File: config.mk
export PLATFORM = sky130hd
export DESIGN_NAME = branch_resolve_queue
export DESIGN_NICKNAME = d
export VERILOG_FILES = /design/src/rtl/branch_resolve_queue.sv
export SDC_FILE = /design/constraint.sdc
export NUM_CORES = 2
export LEC_CHECK = 0
export CAP_MARGIN = 20
export CORE_ASPECT_RATIO = 0.5
export CORE_MARGIN = 4
export CORE_UTILIZATION = 40
export DETAILED_ROUTE_END_ITERATION = 8
export GPL_TIMING_DRIVEN = 0
export PLACE_DENSITY = 0.61
export SLEW_MARGIN = 15
export SYNTH_ARGS = -nofsm -noshare
export SYNTH_HDL_FRONTEND = slang
export SYNTH_SLANG_ARGS = --single-unit
File: constraint.sdc
create_clock -name clk -period 14 [get_ports clk]
set_clock_uncertainty 0.05 [all_clocks]
set_input_delay 1.4 -clock clk [delete_from_list [all_inputs] [get_ports clk]]
set_output_delay 1.4 -clock clk [all_outputs]
set_load 0.05 [all_outputs]
File: src/rtl/branch_resolve_queue.sv
`default_nettype none
// +--------------------------------------------------------------------------+
// | branch_resolve_queue: tracks predicted control-flow ops to in-order      |
// | commit, trains the predictor and raises mispredict flush/redirect.       |
// | Revision: 1.0                                                            |
// +--------------------------------------------------------------------------+
module branch_resolve_queue #(
  parameter int DEPTH = 16,
  parameter int PTR_W = 4,
  parameter int TAG_W = 4
) (
  input  logic             clk,
  input  logic             rst_n,
  input  logic             rdy,
  input  logic             ext_flush,
  input  logic             enq_valid,
  input  logic [31:0]      enq_pc,
  input  logic             enq_pred_taken,
  input  logic [31:0]      enq_pred_pc,
  input  logic [TAG_W-1:0] enq_tag,
  output logic             full,
  output logic [PTR_W:0]   count,
  input  logic             res_valid,
  input  logic [TAG_W-1:0] res_tag,
  input  logic             res_taken,
  input  logic [31:0]      res_target,
  output logic             rob_commit_pc_arrived,
  output logic [31:0]      rob_commit_pc,
  output logic             hit_res,
  output logic             flush,
  output logic [31:0]      redirect_pc
);

  localparam logic [PTR_W:0] c_full_count = (PTR_W+1)'(DEPTH);

  logic [DEPTH-1:0] valid_q, valid_d;
  logic [DEPTH-1:0] resolved_q, resolved_d;
  logic [31:0]      pc_q      [DEPTH];
  logic [31:0]      pc_d      [DEPTH];
  logic [31:0]      pred_pc_q [DEPTH];
  logic [31:0]      pred_pc_d [DEPTH];
  logic [31:0]      act_pc_q  [DEPTH];
  logic [31:0]      act_pc_d  [DEPTH];
  logic [TAG_W-1:0] tag_q     [DEPTH];
  logic [TAG_W-1:0] tag_d     [DEPTH];
  logic [PTR_W-1:0] head_q, head_d;
  logic [PTR_W-1:0] tail_q, tail_d;
  logic [PTR_W:0]   count_q, count_d;
  logic             arrived_q, arrived_d;
  logic [31:0]      commit_pc_q, commit_pc_d;
  logic             hit_q, hit_d;
  logic             flush_q, flush_d;
  logic [31:0]      redirect_q, redirect_d;

  logic             w_full;
  logic             w_commit;
  logic             w_mispredict;
  logic             w_enq_ok;
  logic             w_res_hit;
  logic [PTR_W-1:0] w_res_idx;
  logic             w_unused;

  // The prediction is fully captured by enq_pred_pc; the direction bit is redundant here.
  assign w_unused = enq_pred_taken;

  assign w_full       = (count_q == c_full_count);
  assign w_commit     = valid_q[head_q] && resolved_q[head_q];
  assign w_mispredict = w_commit && (act_pc_q[head_q] != pred_pc_q[head_q]);
  assign w_enq_ok     = enq_valid && !w_full;

  // Lowest matching index wins should software ever issue duplicate tags.
  always_comb begin
    w_res_hit = 1'b0;
    w_res_idx = '0;
    for (int i = 0; i < DEPTH; i++) begin
      if (!w_res_hit && valid_q[i] && !resolved_q[i] && (tag_q[i] == res_tag)) begin
        w_res_hit = 1'b1;
        w_res_idx = PTR_W'(i);
      end
    end
  end

  always_comb begin
    valid_d     = valid_q;
    resolved_d  = resolved_q;
    pc_d        = pc_q;
    pred_pc_d   = pred_pc_q;
    act_pc_d    = act_pc_q;
    tag_d       = tag_q;
    head_d      = head_q;
    tail_d      = tail_q;
    count_d     = count_q;
    arrived_d   = 1'b0;
    commit_pc_d = commit_pc_q;
    hit_d       = hit_q;
    flush_d     = 1'b0;
    redirect_d  = redirect_q;

    if (ext_flush) begin
      valid_d = '0;
      head_d  = '0;
      tail_d  = '0;
      count_d = '0;
    end else if (rdy) begin
      if (w_commit) begin
        arrived_d   = 1'b1;
        commit_pc_d = pc_q[head_q];
        hit_d       = !w_mispredict;
      end
      if (w_mispredict) begin
        // Everything younger than a mispredicted branch is wrong-path work.
        flush_d    = 1'b1;
        redirect_d = act_pc_q[head_q];
        valid_d    = '0;
        head_d     = '0;
        tail_d     = '0;
        count_d    = '0;
      end else begin
        if (res_valid && w_res_hit) begin
          resolved_d[w_res_idx] = 1'b1;
          act_pc_d[w_res_idx]   = res_taken ? res_target : (pc_q[w_res_idx] + 32'd4);
        end
        if (w_commit) begin
          valid_d[head_q] = 1'b0;
          head_d          = head_q + 1'b1;
        end
        if (w_enq_ok) begin
          valid_d[tail_q]    = 1'b1;
          resolved_d[tail_q] = 1'b0;
          pc_d[tail_q]       = enq_pc;
          pred_pc_d[tail_q]  = enq_pred_pc;
          tag_d[tail_q]      = enq_tag;
          tail_d             = tail_q + 1'b1;
        end
        count_d = count_q + (PTR_W+1)'(w_enq_ok) - (PTR_W+1)'(w_commit);
      end
    end
  end

  always_ff @(posedge clk or negedge rst_n) begin
    if (!rst_n) begin
      valid_q     <= '0;
      resolved_q  <= '0;
      head_q      <= '0;
      tail_q      <= '0;
      count_q     <= '0;
      arrived_q   <= 1'b0;
      commit_pc_q <= '0;
      hit_q       <= 1'b0;
      flush_q     <= 1'b0;
      redirect_q  <= '0;
    end else begin
      valid_q     <= valid_d;
      resolved_q  <= resolved_d;
      head_q      <= head_d;
      tail_q      <= tail_d;
      count_q     <= count_d;
      arrived_q   <= arrived_d;
      commit_pc_q <= commit_pc_d;
      hit_q       <= hit_d;
      flush_q     <= flush_d;
      redirect_q  <= redirect_d;
    end
  end

  // Payload is only ever read behind a valid bit, so it needs no reset.
  always_ff @(posedge clk) begin
    pc_q      <= pc_d;
    pred_pc_q <= pred_pc_d;
    act_pc_q  <= act_pc_d;
    tag_q     <= tag_d;
  end

  assign full                  = w_full;
  assign count                 = count_q;
  assign rob_commit_pc_arrived = arrived_q;
  assign rob_commit_pc         = commit_pc_q;
  assign hit_res               = hit_q;
  assign flush                 = flush_q;
  assign redirect_pc           = redirect_q;

endmodule
`default_nettype wire

==> impl_metrics.yaml <==
power_and_ir_drop:
  power_density_mw_per_mm2: 127
  vdd_drop_max_mv: 0.124
  p_leak_nw: 26.5
logic_synthesis:
  ys.flop_type: "edfxtp_1"
  synth_edf_count: 1600
  yosys_warnings: 0
  yosys.area_share.simple_pct: 4.63
  async_flop_share_pct: 6.54
  synthCells: 3747
  yosysTopAreaCellShare_pct: 67.4
  synth_top_family_by_area: "multiplexers"
  ys_ff_latch: 1712
  synth_compound_area_share_pct: 3.85
  synth.area.top_cells: "edfxtp_1, mux4_2, dfrtp_1"
  synth_area_leader_cell: "edfxtp_1"
  synthMuxAreaShare_pct: 17.2
  synth_adder_area_share_pct: 0.292
  synth_nets: 3875
  ys_types: 95
  synth.avg_cell_area_um2: 19.0
  netlist_area_mm2: 0.0712
  synth-xor-area-share_pct: 1.18
  synth.yosys.seq_area_share_pct: 71.4
global_routing:
  grt_pass1_wl_mm: 321
  antenna_found_initial: 14
  grt_max_degree: 79
  grt_pass1_vias: 42100
  globalRoute.totalOverflow: 0
  grt_usage_pct: 24.6
die:
  dieArea_mm2: 0.185
  ios: 185
  core_mm2: 0.177
  die_x_um: 605
  start_util_pct: 40.3
  fp.dieH_um: 306
  rows: 109
sta:
  fmax_mhz: 111
  max-slew-margin-rel_pct: 15.3
  rsz0062_at_grt: "false"
  finalSetupViolCount: 0
  drv_slew: 0
  hold_viol: 0
  hold_ws_ns: 0.417
  fin_crit_sh_pct: 64.5
  period_needed_ns: 9.03
  worst_slew_pin_slew_ns: 1.27
cells_and_area:
  drive_gt1_share_pct: 24.5
  nets: 4375
  layout_commonest_cell: "edfxtp_1"
  finish.utilization_pct: 47.7
  final_cell_mix: "edfxtp_1, mux4_2, nand2_1"
  area_growth_pct: 18.3
routing:
  avgViaCountPerCell: 6.22
  dr.pass1.iters: 6
  vias: 42100
  drtIter0Drc: 6167
  antenna_left: 0
  routed_wl_mm: 230
  wire_per_inst_um: 33.9
  drc: 0
critical_path:
  worst_setup_path_start_kind: "primary input"
  path_class: "in2reg"
  cp_slowest_cell: "nor4_2"
  path_cells: "clkdlybuf4s50_1, clkbuf_4, xor2_1, nor4b_2, a211oi_1, nand2_1, clkbuf_1, clkbuf_1, o22ai_1, nor3_1, o22ai_1, nor4_2, ha_1, nor4b_1, nand4_1, or3_1, buf_2, or4_1, nand3_1"
  slowest_delay_ns: 0.78
  worstPathRequired_ns: 14.44
  cp-end-kind: "register"
  cp.arrival_ns: 9.47
  cp_max_fo: 16
run:
  maxCapViolCount: 0
cts:
  cts_max_path_buffers: 3
  clkTransAtPathRegs_ns: 0.06
  clock_sinks: 1712
  h-tree-depth: 4
  clk_latency_ns: 0.83
  root_buffer: "clkbuf_16"
  postCtsSetupBuffers: 0
  post_cts_resized: 0
  numCtsBuffers: 162
  cts_hold_buf: 0
  cts_tree: "done"
placement:
  globalplace.congestion: 0.901
  port_buffers: 180
  hpwlAfterDp_mm: 159
run_status:
  status: "completed"
worst_hold_path:
  min_path_type: "in2async"
-- power by group --
part	switching, mW	leakage [nW]	total (mW)	internal (mW)
clock network	1.95	2.46	4.26	2.31
registers	0.0420	15.9	5.74	5.70
logic	0.457	8.04	0.675	0.218
total	2.45	26.5	10.7	8.23
-- synthesized netlist by cell type (8+ instances only) --
cell / count
a211oi_1: 28
a21oi_1: 70
a221oi_1: 12
a22oi_1: 35
a31oi_1: 25
and3_1: 17
and4_1: 10
and4b_1: 12
buf_1: 46
buf_2: 23
buf_4: 13
clkbuf_1: 125
dfrtp_1: 112
edfxtp_1: 1600
ha_1: 15
inv_1: 37
mux2_2: 48
mux2i_1: 82
mux4_2: 482
nand2_1: 291
nand3_1: 41
nand4_1: 20
nand4b_1: 10
nor2_1: 134
nor3_1: 30
nor4_1: 29
o21ai_0: 67
o221ai_1: 21
o22ai_1: 36
o31ai_1: 8
or3_1: 16
or4_1: 8
xnor2_1: 36
xor2_1: 60
-- logic make-up after synthesis --
group / count (synthesis)
compound gates: 389
xor+xnor: 96
fa+ha+maj: 16
buf+inv: 252
flops: 1712
mux: 614
simple gates: 668
-- registers in the layout (all words and copies together), names as in the netlist --
| signal | count |
|---|---|
| hit_res | 1 |
| count | 5 |
| tag_q | 64 |
| head_q | 4 |
| flush | 1 |
| pc_q | 512 |
| valid_q | 16 |
| rob_commit_pc | 32 |
| pred_pc_q | 512 |
| redirect_pc | 32 |
| act_pc_q | 512 |
| tail_q | 4 |
| resolved_q | 16 |
| rob_commit_pc_arrived | 1 |
-- per-layer routing --
layer,vias up,track usage (%),share of wire [%],routed length [um]
met4,4,11.8,5.0,11600
met3,550,4.70,10,23200
met5,-,0,0.012,27
li1,16500,-,-,-
met1,22300,33.2,38,87100
met2,2778,38.5,47,108000
-- stage by stage --
| stage | setup WS [ns] | area [um^2] | cells | TNS [ns] | power, mW |
|---|---|---|---|---|---|
| 2_1_floorplan | 6.09 | 71200 | 3747 | 0 | 6.18 |
| 3_3_place_gp | -4.19 | 76000 | 6313 | -4266.03 | 6.48 |
| 3_5_place_dp | 4.10 | 79100 | 6457 | 0 | 6.52 |
| 4_1_cts | 4.92 | 84100 | 6754 | 0 | 10.7 |
| 5_1_grt | 4.77 | 84300 | 6772 | 0 | 11.0 |
| 6_report | 4.97 | 84300 | 6773 | 0 | 10.7 |
-- layout make-up --
type	instances	area, um^2
inverter	39	146
multi-input combinational	1783	19700
buffer	213	951
tap	2386	2990
sequential	1712	50800
clock buffer	219	4390
timing repair buffer	336	4590
antenna	7	17.5
fill	14500	92600
clock inverter	78	651
-- critical path: cells and delay by family --
kind	cells	cell delay, ns
AO/OA/AOI/OAI	3	0.51
XOR/XNOR	1	0.11
adder cells (fa/ha/maj)	1	0.42
buffers and inverters	5	2.43
AND/OR/NAND/NOR	9	4.54
-- final timing paths --
| kind | from | endpoint | slack, ns | depth (start not counted) |
|---|---|---|---|---|
| worst max-delay path | res_tag[1] | act_pc_q[344]$_DFFE_PP_ | 4.97 | 19 |
| worst min-delay path | rst_n | redirect_pc[4]$_DFFE_PN0P_ | 0.42 | 1 |
| worst max register to register | head_q[1]$_DFFE_PN0P_ | pred_pc_q[141]$_DFFE_PP_ | 5.48 | 21 |
| worst min register to register | redirect_pc[23]$_DFFE_PN0P_ | redirect_pc[23]$_DFFE_PN0P_ | 0.43 | 2 |
| max in group asynchronous | rst_n | rob_commit_pc[1]$_DFFE_PN0P_ | 12.51 | 2 |
| min in group clk | redirect_pc[23]$_DFFE_PN0P_ | redirect_pc[23]$_DFFE_PN0P_ | 0.43 | 2 |
Note: power is estimated with default switching activity, not from simulation.
